<file path="config.mk">
export PLATFORM = sky130hd
export DESIGN_NAME = obstacle_ctrl
export DESIGN_NICKNAME = d
export VERILOG_FILES = /design/src/rtl/vga_pkg.sv /design/src/rtl/axis_bounce.sv /design/src/rtl/obstacle_ctrl.sv
export SDC_FILE = /design/constraint.sdc
export NUM_CORES = 1
export LEC_CHECK = 0
export BUFFER_PORTS_ARGS = -buffer_cell sky130_fd_sc_hd__buf_2
export CORE_MARGIN = 2
export CORE_UTILIZATION = 63
export DETAILED_ROUTE_END_ITERATION = 8
export PLACE_DENSITY = 0.89
export SYNTH_ARGS = -nofsm -noshare
export SYNTH_HDL_FRONTEND = slang
export SYNTH_SLANG_ARGS = --single-unit
</file>
<file path="constraint.sdc">
create_clock -name clk -period 5.4 [get_ports clk]
set_input_delay 0.27 -clock clk [delete_from_list [all_inputs] [get_ports clk]]
set_output_delay 0.27 -clock clk [all_outputs]
set_load 0.02 [all_outputs]
</file>
<file path="src/rtl/vga_pkg.sv">
// Shared VGA geometry and obstacle controller state type.
//   HOR_PIXELS / VER_PIXELS : visible display size used to derive wall limits
//   state_t                 : obstacle motion FSM encoding
package vga_pkg;

    localparam int HOR_PIXELS = 800;
    localparam int VER_PIXELS = 600;

    typedef enum logic [1:0] {
        ST_IDLE  = 2'd0,
        ST_RUN   = 2'd1,
        ST_PAUSE = 2'd2
    } state_t;

endpackage

</file>
<file path="src/rtl/axis_bounce.sv">
// Single-axis move-and-bounce arithmetic (combinational).
//   pos      : current edge position
//   dir_neg  : 0 = moving toward MAX, 1 = moving toward 0
//   speed    : step size in pixels
//   pos_next : position after the step, clamped to [0, MAX]
//   hit      : step reached a wall; caller flips the direction
module axis_bounce #(
    parameter int MAX = 699
) (
    input  logic [11:0] pos,
    input  logic        dir_neg,
    input  logic [3:0]  speed,
    output logic [11:0] pos_next,
    output logic        hit
);

    localparam logic [12:0] MAX13 = 13'(MAX);

    logic [12:0] pos13;
    logic [12:0] spd13;
    logic [12:0] sum13;

    assign pos13 = {1'b0, pos};
    assign spd13 = {9'd0, speed};
    assign sum13 = pos13 + spd13;

    always_comb begin
        pos_next = pos;
        hit      = 1'b0;
        // A zero step must never count as touching a wall, even when parked on one.
        if (speed != 4'd0) begin
            if (!dir_neg) begin
                if (sum13 >= MAX13) begin
                    pos_next = MAX13[11:0];
                    hit      = 1'b1;
                end else begin
                    pos_next = sum13[11:0];
                end
            end else begin
                if (pos13 <= spd13) begin
                    pos_next = 12'd0;
                    hit      = 1'b1;
                end else begin
                    pos_next = pos - {8'd0, speed};
                end
            end
        end
    end

endmodule

</file>
<file path="src/rtl/obstacle_ctrl.sv">
// Bouncing obstacle sprite controller: moves a W x L rectangle once per frame
// and reflects it off the screen edges.
//   clk, rst_n          : pixel clock, async active-low reset
//   vblnk               : vertical blank; its rising edge is the frame tick
//   start / stop        : run / pause requests (stop has priority)
//   speed               : pixels per frame on each axis, latched at the tick
//   xpos_rect/ypos_rect : sprite top-left corner to draw_rect
//   moving              : FSM in RUN
//   bounce              : one-clk pulse when either axis hits a wall
//   frame_cnt           : ticks seen while running (wraps)
//
// state    | meaning
// ST_IDLE  | after reset, parked at (X_INIT, Y_INIT), waiting for start
// ST_RUN   | moving one step per frame, counting frames
// ST_PAUSE | frozen position/direction/count, waiting for start
module obstacle_ctrl
    import vga_pkg::*;
#(
    parameter int W      = 100,
    parameter int L      = 100,
    parameter int X_INIT = 0,
    parameter int Y_INIT = 0
) (
    input  logic        clk,
    input  logic        rst_n,
    input  logic        vblnk,
    input  logic        start,
    input  logic        stop,
    input  logic [3:0]  speed,
    output logic [11:0] xpos_rect,
    output logic [11:0] ypos_rect,
    output logic        moving,
    output logic        bounce,
    output logic [15:0] frame_cnt
);

    localparam int XMAX = HOR_PIXELS - L - 1;
    localparam int YMAX = VER_PIXELS - W - 1;

    state_t      state_q, state_d;
    logic        vblnk_q;
    logic        upd_q, upd_d;
    logic [3:0]  speed_q, speed_d;
    logic [11:0] xpos_q, xpos_d;
    logic [11:0] ypos_q, ypos_d;
    logic        dxn_q, dxn_d;
    logic        dyn_q, dyn_d;
    logic        bounce_q, bounce_d;
    logic [15:0] fcnt_q, fcnt_d;

    logic        tick;
    logic [11:0] x_next, y_next;
    logic        x_hit, y_hit;

    assign tick = vblnk & ~vblnk_q;

    axis_bounce #(.MAX(XMAX)) u_axis_x (
        .pos      (xpos_q),
        .dir_neg  (dxn_q),
        .speed    (speed_q),
        .pos_next (x_next),
        .hit      (x_hit)
    );

    axis_bounce #(.MAX(YMAX)) u_axis_y (
        .pos      (ypos_q),
        .dir_neg  (dyn_q),
        .speed    (speed_q),
        .pos_next (y_next),
        .hit      (y_hit)
    );

    always_comb begin
        state_d  = state_q;
        speed_d  = speed_q;
        upd_d    = 1'b0;
        fcnt_d   = fcnt_q;
        xpos_d   = xpos_q;
        ypos_d   = ypos_q;
        dxn_d    = dxn_q;
        dyn_d    = dyn_q;
        bounce_d = 1'b0;

        unique case (state_q)
            ST_IDLE:  if (start && !stop) state_d = ST_RUN;
            ST_RUN:   if (stop)           state_d = ST_PAUSE;
            ST_PAUSE: if (start && !stop) state_d = ST_RUN;
            default:  state_d = ST_IDLE;
        endcase

        if (tick) speed_d = speed;

        // The move is deferred one cycle so it uses the speed latched at the
        // tick and lands while vblank is still high.
        if (tick && state_q == ST_RUN) begin
            upd_d  = 1'b1;
            fcnt_d = fcnt_q + 16'd1;
        end

        if (upd_q) begin
            xpos_d   = x_next;
            ypos_d   = y_next;
            dxn_d    = dxn_q ^ x_hit;
            dyn_d    = dyn_q ^ y_hit;
            bounce_d = x_hit | y_hit;
        end
    end

    always_ff @(posedge clk or negedge rst_n) begin
        if (!rst_n) begin
            state_q  <= ST_IDLE;
            vblnk_q  <= 1'b0;
            upd_q    <= 1'b0;
            speed_q  <= 4'd0;
            xpos_q   <= 12'(X_INIT);
            ypos_q   <= 12'(Y_INIT);
            dxn_q    <= 1'b0;
            dyn_q    <= 1'b0;
            bounce_q <= 1'b0;
            fcnt_q   <= 16'd0;
        end else begin
            state_q  <= state_d;
            vblnk_q  <= vblnk;
            upd_q    <= upd_d;
            speed_q  <= speed_d;
            xpos_q   <= xpos_d;
            ypos_q   <= ypos_d;
            dxn_q    <= dxn_d;
            dyn_q    <= dyn_d;
            bounce_q <= bounce_d;
            fcnt_q   <= fcnt_d;
        end
    end

    assign xpos_rect = xpos_q;
    assign ypos_rect = ypos_q;
    assign moving    = (state_q == ST_RUN);
    assign bounce    = bounce_q;
    assign frame_cnt = fcnt_q;

endmodule

</file>
==> reports/qor.yml <==
synthesis:
  synthCells: 419
  synth_most_common_cell: "dfrtp_1"
  synth_edf_count: 0
  yosys_warnings: 0
  synth_area_leaders: "dfrtp_1 35%, ha_1 5.8%, xnor2_1 5.3%"
  syn-cell-area_um2: 3640
  ys_top_cells_by_count: "51 x dfrtp_1, 34 x a21oi_1, 32 x nand2_1, 32 x nor2_1, 24 x inv_1"
  postSynthNetCount: 449
  synth_top_area_share_pct: 35.0
  ys_ff_latch: 51
  async_flop_share_pct: 100
  yosysUniqueCellTypes: 63
  synth.avg_cell_area_um2: 8.69
  synth_area_leader_cell: "dfrtp_1"
  seq_area_frac_synth_pct: 35.0
  ys.flop_type: "dfrtp_1"
placed_design:
  gp_congestion: 0.938
  numPortBuffers: 50
  hpwl_mm: 6.17
clock_tree:
  ctsHoldBuffers: 0
  htreeDepth: 2
  clockBufferDepth: 2
  cts_tree: "done"
  clkTransAtPathRegs_ns: 0.11
  cts_inserted_buffers: 5
  cts_root_buf: "clkbuf_8"
  post_cts_resize_count: 0
  cts_setup_buffers: 0
  clkSinkCount: 51
  clk_latency_ns: 0.32
final_layout:
  seq_area_um2: 1280
  diodes: 0
  multi_input_area_um2: 2180
  nNetsFinal: 485
  area_delta_synth_final_pct: 10.2
  drive_gt1_share_pct: 16.7
  fillers: 424
power:
  vdd_drop_max_uv: 246
  power_density_nw_per_um2: 394
  pwr-share-comb_pct: 51.7
  pwr-share-seq_pct: 32.7
  p_leak_nw: 1.84
  swShare_pct: 45.9
  p_total_mw: 1.58
  p_int_uw: 855
  p_clk_share_pct: 15.6
  power.switching_uw: 726
route:
  drcViolationCount: 0
  avgViaCountPerCell: 6.35
  dr_total_vias: 3352
  dr.pass1.iters: 5
  routed_wl_mm: 8.55
  wl_per_cell_um: 16.2
  drt_iter0_markers: 340
  detail-route-antenna-nets: 0
timing:
  finalClockSkew_ns: 0.00828
  final-setup-viol-count: 0
  period_needed_ns: 3.03
  fin_crit_sh_pct: 56.2
  max_slew_margin_pct: 52.9
  setup_tns_ns: 0
  hold_viol_final: 0
  report.final.slew_viol_count: 0
  rsz0062_at_grt: "false"
  tightest_slew_ns: 0.706
  max_freq_mhz: 330
grt:
  antenna_found_initial: 0
  grt_start_max_net_pins: 52
  grt_pass1_vias: 3112
  track_usage_pct: 28.6
  gr-total-overflow: 0
  grt_pass1_wl_mm: 14.5
floorplanning:
  ioPinCount: 51
  chipHeight_um: 80.0
  start_util_pct: 65.7
  die_w_um: 80.0
  die-area_um2: 6410
  rows: 27
  coreArea_um2: 5540
setup_path:
  required_ns: 5.58
  path_cells: "inv_1, ha_1, nor2b_1, o211ai_1, a21boi_0, and3_1, a311o_1, a211oi_2, o22ai_1"
  cp_slowest_cell: "dfrtp_1"
  setup.worst_path.start_class: "register"
  worst-setup-path-type: "reg2reg"
  cp_max_fo: 7
  cp_slowest_stage_delay_ns: 0.53
  endpoint_kind: "register"
  path_buf_inv: 1
  crit_family: "compound AO/OA/AOI/OAI gates"
  critPathArrivalTime_ns: 3.22
hold_path:
  worstHoldPathType: "in2async"
run:
  drv_cap: 0
run_status:
  status: "finished, final reports clean"
-- worst paths after layout --
check / start / endpoint / slack (ns) / cells after the start
worst min register to register: frame_cnt[15]$_DFFE_PN0P_ / frame_cnt[15]$_DFFE_PN0P_ / 0.48 / 1
worst max-delay path: speed_q[1]$_DFFE_PN0P_ / bounce$_DFF_PN0_ / 2.37 / 9
max in group asynchronous: rst_n / ypos_rect[11]$_DFFE_PN0P_ / 4.94 / 2
worst min-delay path: rst_n / xpos_rect[3]$_DFFE_PN0P_ / 0.03 / 2
worst max register to register: speed_q[1]$_DFFE_PN0P_ / bounce$_DFF_PN0_ / 2.37 / 9
min in group clk: vblnk / vblnk_q$_DFF_PN0_ / 0.07 / 1
-- layer usage --
metal | vias up | wire length (um) | share of wire, % | GRT usage [%]
met3 | 15 | 524 | 6.1 | 4.30
met5 | - | 0 | 0 | 0
met1 | 1613 | 3940 | 46 | 39.0
met4 | 0 | 152 | 1.8 | 11.0
li1 | 1584 | - | - | -
met2 | 140 | 3940 | 46 | 45.9
-- flip-flops by register name, summed over array words and instances (netlist names) --
name	cells
frame_cnt	16
bounce	1
dyn_q	1
ypos_rect	12
state_q	2
dxn_q	1
upd_q	1
xpos_rect	12
vblnk_q	1
speed_q	4
-- logic make-up (layout without fill, tap and decap cells) --
family	count (synthesis)	after routing	share of synthesized area, %
compound gates	122	122	22.6
buf+inv	49	86	5.32
flops	51	51	35.0
fa+ha+maj	21	21	8.04
simple gates	138	138	19.5
xor+xnor	31	31	7.45
mux	7	7	2.03
-- power by group through the flow --
stage / clock network [mW] / registers, mW / logic, mW
CTS: 0.253 / 0.517 / 0.806
finish: 0.246 / 0.518 / 0.817
global route: 0.260 / 0.528 / 0.897
floorplan: 0 / 0.555 / 0.564
global placement: 0 / 0.522 / 0.774
detailed placement: 0 / 0.524 / 0.803
-- per-stage QoR --
stage                     hold slack (ns)  utilization (%)  setup WS [ns]  std cells  cell area, um^2
after floorplan                   -0.0256                -           2.69        419             3640
after global placement              0.389             70.7           2.47        520             3920
after detailed placement            0.397             70.7           2.40        520             3920
after CTS                          0.0564             72.4           2.38        528             4010
after global routing               0.0598             72.4           2.11        528             4010
final                              0.0317             72.4           2.37        528             4010
-- cell usage in the layout (no fill, tap or decap), types with 6 or more instances in the layout --
cell type	synthesis	layout
dfrtp_1	51	51
buf_2	2	50
a21oi_1	34	34
nor2_1	32	32
nand2_1	32	32
inv_1	24	24
o21ai_0	23	23
xnor2_1	22	22
ha_1	17	17
nor3_1	11	11
xor2_1	9	9
nand3_1	9	9
nand4_1	8	8
o22ai_1	8	8
o211ai_1	7	7
nor2b_1	6	6
and3_1	6	6
-- area by class of cell --
cell class,instances,area share [%]
clock buffer,5,1.71
clock inverter,3,0.686
inverter,24,2.25
multi-input combinational,319,54.3
sequential,51,31.8
tap,72,2.25
timing repair buffer,54,6.98
-- worst reg2reg max path, cell delays in order, from the launching register on --
cell and delay, ns:
dfrtp_1 0.53, inv_1 0.21, ha_1 0.35, nor2b_1 0.07, o211ai_1 0.28, a21boi_0 0.21, and3_1 0.25, a311o_1 0.38
a211oi_2 0.44, o22ai_1 0.17
Note: power is estimated with default switching activity, not from simulation.
